===== config.mk =====
export PLATFORM = sky130hd
export DESIGN_NAME = dense_7_mac
export DESIGN_NICKNAME = d
export VERILOG_FILES = /design/src/rtl/dense7_pkg.sv /design/src/rtl/dense7_requant.sv /design/src/rtl/dense_7_mac.sv
export SDC_FILE = /design/constraint.sdc
export NUM_CORES = 1
export LEC_CHECK = 0
export CAP_MARGIN = 20
export CORE_ASPECT_RATIO = 1.25
export CORE_MARGIN = 1.5
export CORE_UTILIZATION = 46
export DETAILED_ROUTE_END_ITERATION = 16
export PLACE_DENSITY = 0.67
export SLEW_MARGIN = 0
export SYNTH_ARGS = -nofsm -noshare
export SYNTH_HDL_FRONTEND = slang
export SYNTH_SLANG_ARGS = --single-unit

===== constraint.sdc =====
create_clock -name clk -period 15.05 [get_ports clk]
set_clock_uncertainty 0.2 [all_clocks]
set_input_delay 3.7625 -clock clk [delete_from_list [all_inputs] [get_ports clk]]
set_output_delay 3.7625 -clock clk [all_outputs]
set_load 0.01 [all_outputs]

===== src/rtl/dense7_pkg.sv =====
// Shared constants and FSM state type for the layer-7 dense MAC engine.
package dense7_pkg;

    localparam int NUM_IN   = 169;
    localparam int NUM_OUT  = 3;
    localparam int ADDR_W   = 10;
    localparam int X_ADDR_W = 8;
    localparam int DATA_W   = 8;
    localparam int ACC_W    = 24;

    localparam int OFFSET_ENT = 1;
    localparam int OFFSET_FIL = 0;
    localparam int OFFSET_SOR = -1;

    localparam logic [31:0] Q_MULT  = 32'd2014687024;
    localparam int          Q_SHIFT = 38;

    typedef enum logic [2:0] {
        ST_IDLE,
        ST_RUN,
        ST_DRAIN,
        ST_QUANT,
        ST_DONE
    } state_e;

endpackage


===== src/rtl/dense7_requant.sv =====
// Combinational requantizer: acc * Q_MULT, round half up, arithmetic shift,
// output offset, then clamp to the signed DATA_W range.
module dense7_requant #(
    parameter int          ACC_W      = dense7_pkg::ACC_W,
    parameter int          DATA_W     = dense7_pkg::DATA_W,
    parameter logic [31:0] Q_MULT     = dense7_pkg::Q_MULT,
    parameter int          Q_SHIFT    = dense7_pkg::Q_SHIFT,
    parameter int          OFFSET_SOR = dense7_pkg::OFFSET_SOR
) (
    input  logic signed [ACC_W-1:0]  acc_i,
    output logic signed [DATA_W-1:0] y_o
);

    // Wide enough for the full signed product plus the rounding constant.
    localparam int PW = ACC_W + 34;

    localparam logic signed [PW-1:0] RND   = PW'(64'd1 << (Q_SHIFT - 1));
    localparam logic signed [PW-1:0] Y_MAX = PW'((1 << (DATA_W - 1)) - 1);
    localparam logic signed [PW-1:0] Y_MIN = PW'(-(1 << (DATA_W - 1)));

    logic signed [PW-1:0] acc_ext;
    logic signed [PW-1:0] mult_ext;
    logic signed [PW-1:0] prod;
    logic signed [PW-1:0] rounded;
    logic signed [PW-1:0] shifted;
    logic signed [PW-1:0] biased;

    // Rescale, offset and saturate the accumulator.
    always_comb begin
        acc_ext  = PW'(acc_i);
        mult_ext = PW'(Q_MULT);
        prod     = acc_ext * mult_ext;
        rounded  = prod + RND;
        shifted  = rounded >>> Q_SHIFT;
        biased   = shifted + PW'(OFFSET_SOR);
        if (biased > Y_MAX) begin
            y_o = Y_MAX[DATA_W-1:0];
        end else if (biased < Y_MIN) begin
            y_o = Y_MIN[DATA_W-1:0];
        end else begin
            y_o = biased[DATA_W-1:0];
        end
    end

endmodule


===== src/rtl/dense_7_mac.sv =====
// Fully-connected layer 7: walks NUM_IN inputs per output neuron, accumulates
// offset-corrected products, and streams one requantized result per neuron.
module dense_7_mac #(
    parameter int          NUM_IN     = dense7_pkg::NUM_IN,
    parameter int          NUM_OUT    = dense7_pkg::NUM_OUT,
    parameter int          ADDR_W     = dense7_pkg::ADDR_W,
    parameter int          X_ADDR_W   = dense7_pkg::X_ADDR_W,
    parameter int          DATA_W     = dense7_pkg::DATA_W,
    parameter int          ACC_W      = dense7_pkg::ACC_W,
    parameter int          OFFSET_ENT = dense7_pkg::OFFSET_ENT,
    parameter int          OFFSET_FIL = dense7_pkg::OFFSET_FIL,
    parameter int          OFFSET_SOR = dense7_pkg::OFFSET_SOR,
    parameter logic [31:0] Q_MULT     = dense7_pkg::Q_MULT,
    parameter int          Q_SHIFT    = dense7_pkg::Q_SHIFT
) (
    input  logic                clk,
    input  logic                rst,
    input  logic                start,
    output logic                busy,
    output logic                done,
    output logic                w_en,
    output logic [ADDR_W-1:0]   w_addr,
    input  logic [DATA_W-1:0]   w_data,
    output logic                x_en,
    output logic [X_ADDR_W-1:0] x_addr,
    input  logic [DATA_W-1:0]   x_data,
    output logic                y_valid,
    output logic [1:0]          y_index,
    output logic [DATA_W-1:0]   y_data
);

    import dense7_pkg::*;

    localparam int                  OP_W   = DATA_W + 1;
    localparam logic [X_ADDR_W-1:0] LAST_I = X_ADDR_W'(NUM_IN - 1);
    localparam logic [1:0]          LAST_O = 2'(NUM_OUT - 1);

    state_e                    state_q, state_d;
    logic [X_ADDR_W-1:0]       i_q, i_d;
    logic [1:0]                o_q, o_d;
    logic signed [ACC_W-1:0]   acc_q, acc_d;
    logic [ADDR_W-1:0]         waddr_q, waddr_d;
    logic                      pv_q, pv_d;
    logic                      busy_q, busy_d;
    logic                      done_q, done_d;
    logic                      y_valid_q, y_valid_d;
    logic [1:0]                y_index_q, y_index_d;
    logic [DATA_W-1:0]         y_data_q, y_data_d;

    logic                      run_en;
    logic signed [OP_W-1:0]    w_op;
    logic signed [OP_W-1:0]    x_op;
    logic signed [2*OP_W-1:0]  prod;
    logic signed [DATA_W-1:0]  q_y;

    // Offset-corrected operands and their product for the returning data.
    always_comb begin
        w_op = $signed({w_data[DATA_W-1], w_data}) + OP_W'(OFFSET_FIL);
        x_op = $signed({x_data[DATA_W-1], x_data}) + OP_W'(OFFSET_ENT);
        prod = w_op * x_op;
    end

    dense7_requant #(
        .ACC_W      (ACC_W),
        .DATA_W     (DATA_W),
        .Q_MULT     (Q_MULT),
        .Q_SHIFT    (Q_SHIFT),
        .OFFSET_SOR (OFFSET_SOR)
    ) u_requant (
        .acc_i (acc_q),
        .y_o   (q_y)
    );

    // Next-state and datapath update for the sequencer.
    always_comb begin
        state_d   = state_q;
        i_d       = i_q;
        o_d       = o_q;
        acc_d     = acc_q;
        waddr_d   = waddr_q;
        busy_d    = busy_q;
        done_d    = 1'b0;
        y_valid_d = 1'b0;
        y_index_d = y_index_q;
        y_data_d  = y_data_q;
        run_en    = 1'b0;

        // Data requested last cycle is on the bus now; fold it in.
        if (pv_q) begin
            acc_d = acc_q + ACC_W'(prod);
        end

        unique case (state_q)
            ST_IDLE: begin
                if (start) begin
                    state_d = ST_RUN;
                    i_d     = '0;
                    o_d     = '0;
                    acc_d   = '0;
                    waddr_d = '0;
                    busy_d  = 1'b1;
                end
            end
            ST_RUN: begin
                run_en  = 1'b1;
                waddr_d = waddr_q + ADDR_W'(1);
                if (i_q == LAST_I) begin
                    state_d = ST_DRAIN;
                end else begin
                    i_d = i_q + X_ADDR_W'(1);
                end
            end
            ST_DRAIN: begin
                state_d = ST_QUANT;
            end
            ST_QUANT: begin
                y_valid_d = 1'b1;
                y_index_d = o_q;
                y_data_d  = q_y;
                if (o_q != LAST_O) begin
                    o_d     = o_q + 2'd1;
                    i_d     = '0;
                    acc_d   = '0;
                    state_d = ST_RUN;
                end else begin
                    state_d = ST_DONE;
                end
            end
            ST_DONE: begin
                done_d  = 1'b1;
                busy_d  = 1'b0;
                state_d = ST_IDLE;
            end
            default: begin
                state_d = ST_IDLE;
            end
        endcase

        pv_d = run_en;
    end

    // State and datapath registers with asynchronous clear.
    always_ff @(posedge clk or posedge rst) begin
        if (rst) begin
            state_q   <= ST_IDLE;
            i_q       <= '0;
            o_q       <= '0;
            acc_q     <= '0;
            waddr_q   <= '0;
            pv_q      <= 1'b0;
            busy_q    <= 1'b0;
            done_q    <= 1'b0;
            y_valid_q <= 1'b0;
            y_index_q <= '0;
            y_data_q  <= '0;
        end else begin
            state_q   <= state_d;
            i_q       <= i_d;
            o_q       <= o_d;
            acc_q     <= acc_d;
            waddr_q   <= waddr_d;
            pv_q      <= pv_d;
            busy_q    <= busy_d;
            done_q    <= done_d;
            y_valid_q <= y_valid_d;
            y_index_q <= y_index_d;
            y_data_q  <= y_data_d;
        end
    end

    // Read enables follow the state directly so reset silences them at once.
    assign w_en    = (state_q == ST_RUN);
    assign x_en    = (state_q == ST_RUN);
    assign w_addr  = waddr_q;
    assign x_addr  = i_q;
    assign busy    = busy_q;
    assign done    = done_q;
    assign y_valid = y_valid_q;
    assign y_index = y_index_q;
    assign y_data  = y_data_q;

endmodule


==> results.md <==
* Initial Util at 46.5%
* Most used cell, CP: fa_1
* Global Route Usage Sum at 23.5%
* H-tree level count at 3
* Port Buf Inserts at 51
* # Max-Cap Violations at 0
* Synthesized Nets at 2761
* Vias per inst at 5.28
* Crit path buffers/inverters at 4
* WL final at 47600 um
* Status: complete, no violations
* Crit path max-delay family: adder cells
* Flop2flop setup slack at 4.18 ns
* Final Net Count at 2800
* Syn Area/Cell at 9.39 sq um
* Dpl hpwl at 42100 um
* Synth unique cells at 85
* Rows at 84
* Drt drc at 0
* Initial antenna violation count at 0
* Most common cell after layout, fill and taps aside: inv_1
* Async set or reset register ratio after synthesis at 100%
* IO Pins at 52
* # diodes at 0
* Number of buffers created by CTS at 9
* Vias in the first global route at 15300
* Synth Register Bits at 61
* Synth Cell Area at 19400 sq um
* Clk_lat worst skew at 0.36 ns
* RSZ-0062 raised after global routing: false
* Worst Path Arrival at 11.57 ns
* Syn Inst Count at 2070
* EDFF count, synth at 0
* Tightest Pin Transition at 0.864 ns
* CP required at 15.14 ns
* CP max stage cell: a2111oi_0
* Core Box Area at 41800 sq um
* Post-cts gate resize count at 0
* Final min period at 11.48 ns
* Maximum clock insertion buffer count at 2
* Final hold violation count at 0
* Global-route wire length before repair at 80400 um
* Starting DRC count in detailed routing at 724
* CTS root buffer: clkbuf_16
* Seq/Total Area, Yosys at 7.85%
* Max Fclk at 87.1 MHz
* Yosys warning total at 0
* Vias at 14100
* Critical path type: in2reg
* Post-CTS Setup Bufs at 0
* CTS tree: done
* Max_slew headroom at 40.9%
* Detail Route Antenna Nets at 0
* HP Class: reg2reg
* First-pass iteration count of the detailed router at 5
* Die area at 43500 sq um
* Layout area overhead at 7.18%
* CTS Hold Bufs at 0
* Critical path capture point type: flip-flop
* Max Slew Vio Count at 0
* Critical Path Source Type: primary input
* Largest net degree at the start of global routing at 62
* CP Max Fanout at 15
* Die extent in x at 187 um
* Overflow left after global routing at 0
* Die boundary height at 233 um
* Setup-failing EPs final at 0
* Ys flop type: dfrtp_1
* Largest stage delay, worst path at 0.80 ns
* Clock-pin slew on the worst setup and hold paths at 0.07 ns
* Routability congestion estimate at 0.933
* Top cell type's share of synthesized area at 35.1%
* Layout cells sized above 1 at 3.07%
* Area leader, netlist: fa_1
* Top cells by area, synth: fa_1 35%, ha_1 21%, inv_1 10%, dfrtp_1 7.9%, nand2_1 2.2%
* Most frequent cells in the layout: 536 x inv_1, 341 x fa_1, 331 x ha_1
* Setup_tns at 0 ns
* Tcrit/Tclk final at 76.3%
* Clk sinks at 61
* Average wire per standard cell at 17.8 um
[state kept, by name, summed over array words and instances, names as in the netlist]
register  cells
busy          1
done          1
w_addr       10
o_q           2
acc_q        24
pv_q          1
y_valid       1
y_data        8
state_q       3
x_addr        8
y_index       2
[worst reg2reg max path: cells and delay by family (launching register included)]
kind | cells | cell delay [ns]
xor gates and xnor gates | 1 | 0.14
DFF | 1 | 0.64
buffers and inverters | 5 | 0.54
AOI/OAI and AO/OA | 10 | 2.81
and+or+nand+nor | 6 | 2.04
adders and majority gates | 9 | 4.34
[cell usage after synthesis (26+ instances only)]
cell type	count
xor2_1	26
dfrtp_1	61
o21ai_0	55
ha_1	331
and2_1	38
xnor2_1	48
a21oi_1	65
nor3_1	30
nand2_1	113
inv_1	537
nand3_1	35
nor2_1	81
fa_1	341
[area by class of cell]
cell class | count | area [sq um]
multi-input cells | 1443 | 15800
well taps | 559 | 699
repair buffers | 55 | 541
clock buffers | 9 | 225
fillers | 3969 | 21000
clock inverters | 7 | 51.3
inverters | 539 | 2020
flip-flops and latches | 61 | 1530
[layer usage]
metal | vias to the layer above | share of wire [%] | global-route usage (%)
met5 | - | 0 | 0
met4 | 0 | 4.1 | 9.45
met3 | 86 | 2.7 | 1.93
met2 | 275 | 51 | 42.1
met1 | 7042 | 42 | 29.3
li1 | 6708 | - | -
[final timing paths]
| check | start | end | depth (start not counted) |
|---|---|---|---|
| worst max-delay path | x_data[0] | acc_q[23] | 26 |
| worst min-delay path | y_index[1] | y_index[1] | 2 |
| worst max register to register | acc_q[21] | y_data[3] | 31 |
| worst min register to register | y_index[1] | y_index[1] | 2 |
| max in group asynchronous | rst | acc_q[1] | 3 |
| min in group asynchronous | rst | y_valid | 3 |
[through the flow]
step	hold WS, ns	setup WS (ns)	util, %	area, sq um	cells
3_5_place_dp	0.269	3.33	49.1	20600	2657
4_1_cts	0.287	3.60	49.8	20800	2673
2_1_floorplan	0.261	4.88	-	19400	2070
3_3_place_gp	0.267	3.42	49.1	20600	2657
5_1_grt	0.300	2.79	49.8	20800	2673
6_report	0.276	3.57	49.8	20800	2673
[cells by family (layout without fill, tap and decap cells)]
logic type	count (synthesis)	after routing	share of synthesized area [%]
flops	61	61	7.85
mux	24	24	1.24
fa+ha+maj	672	672	56.4
xor+xnor	74	74	3.33
buf+inv	566	610	11.1
simple gates	421	421	11.3
compound gates	252	252	8.76
Power is left out: the tool's default activity adds up to more than one toggle a clock period on the data nets, which glitch-free logic cannot reach.
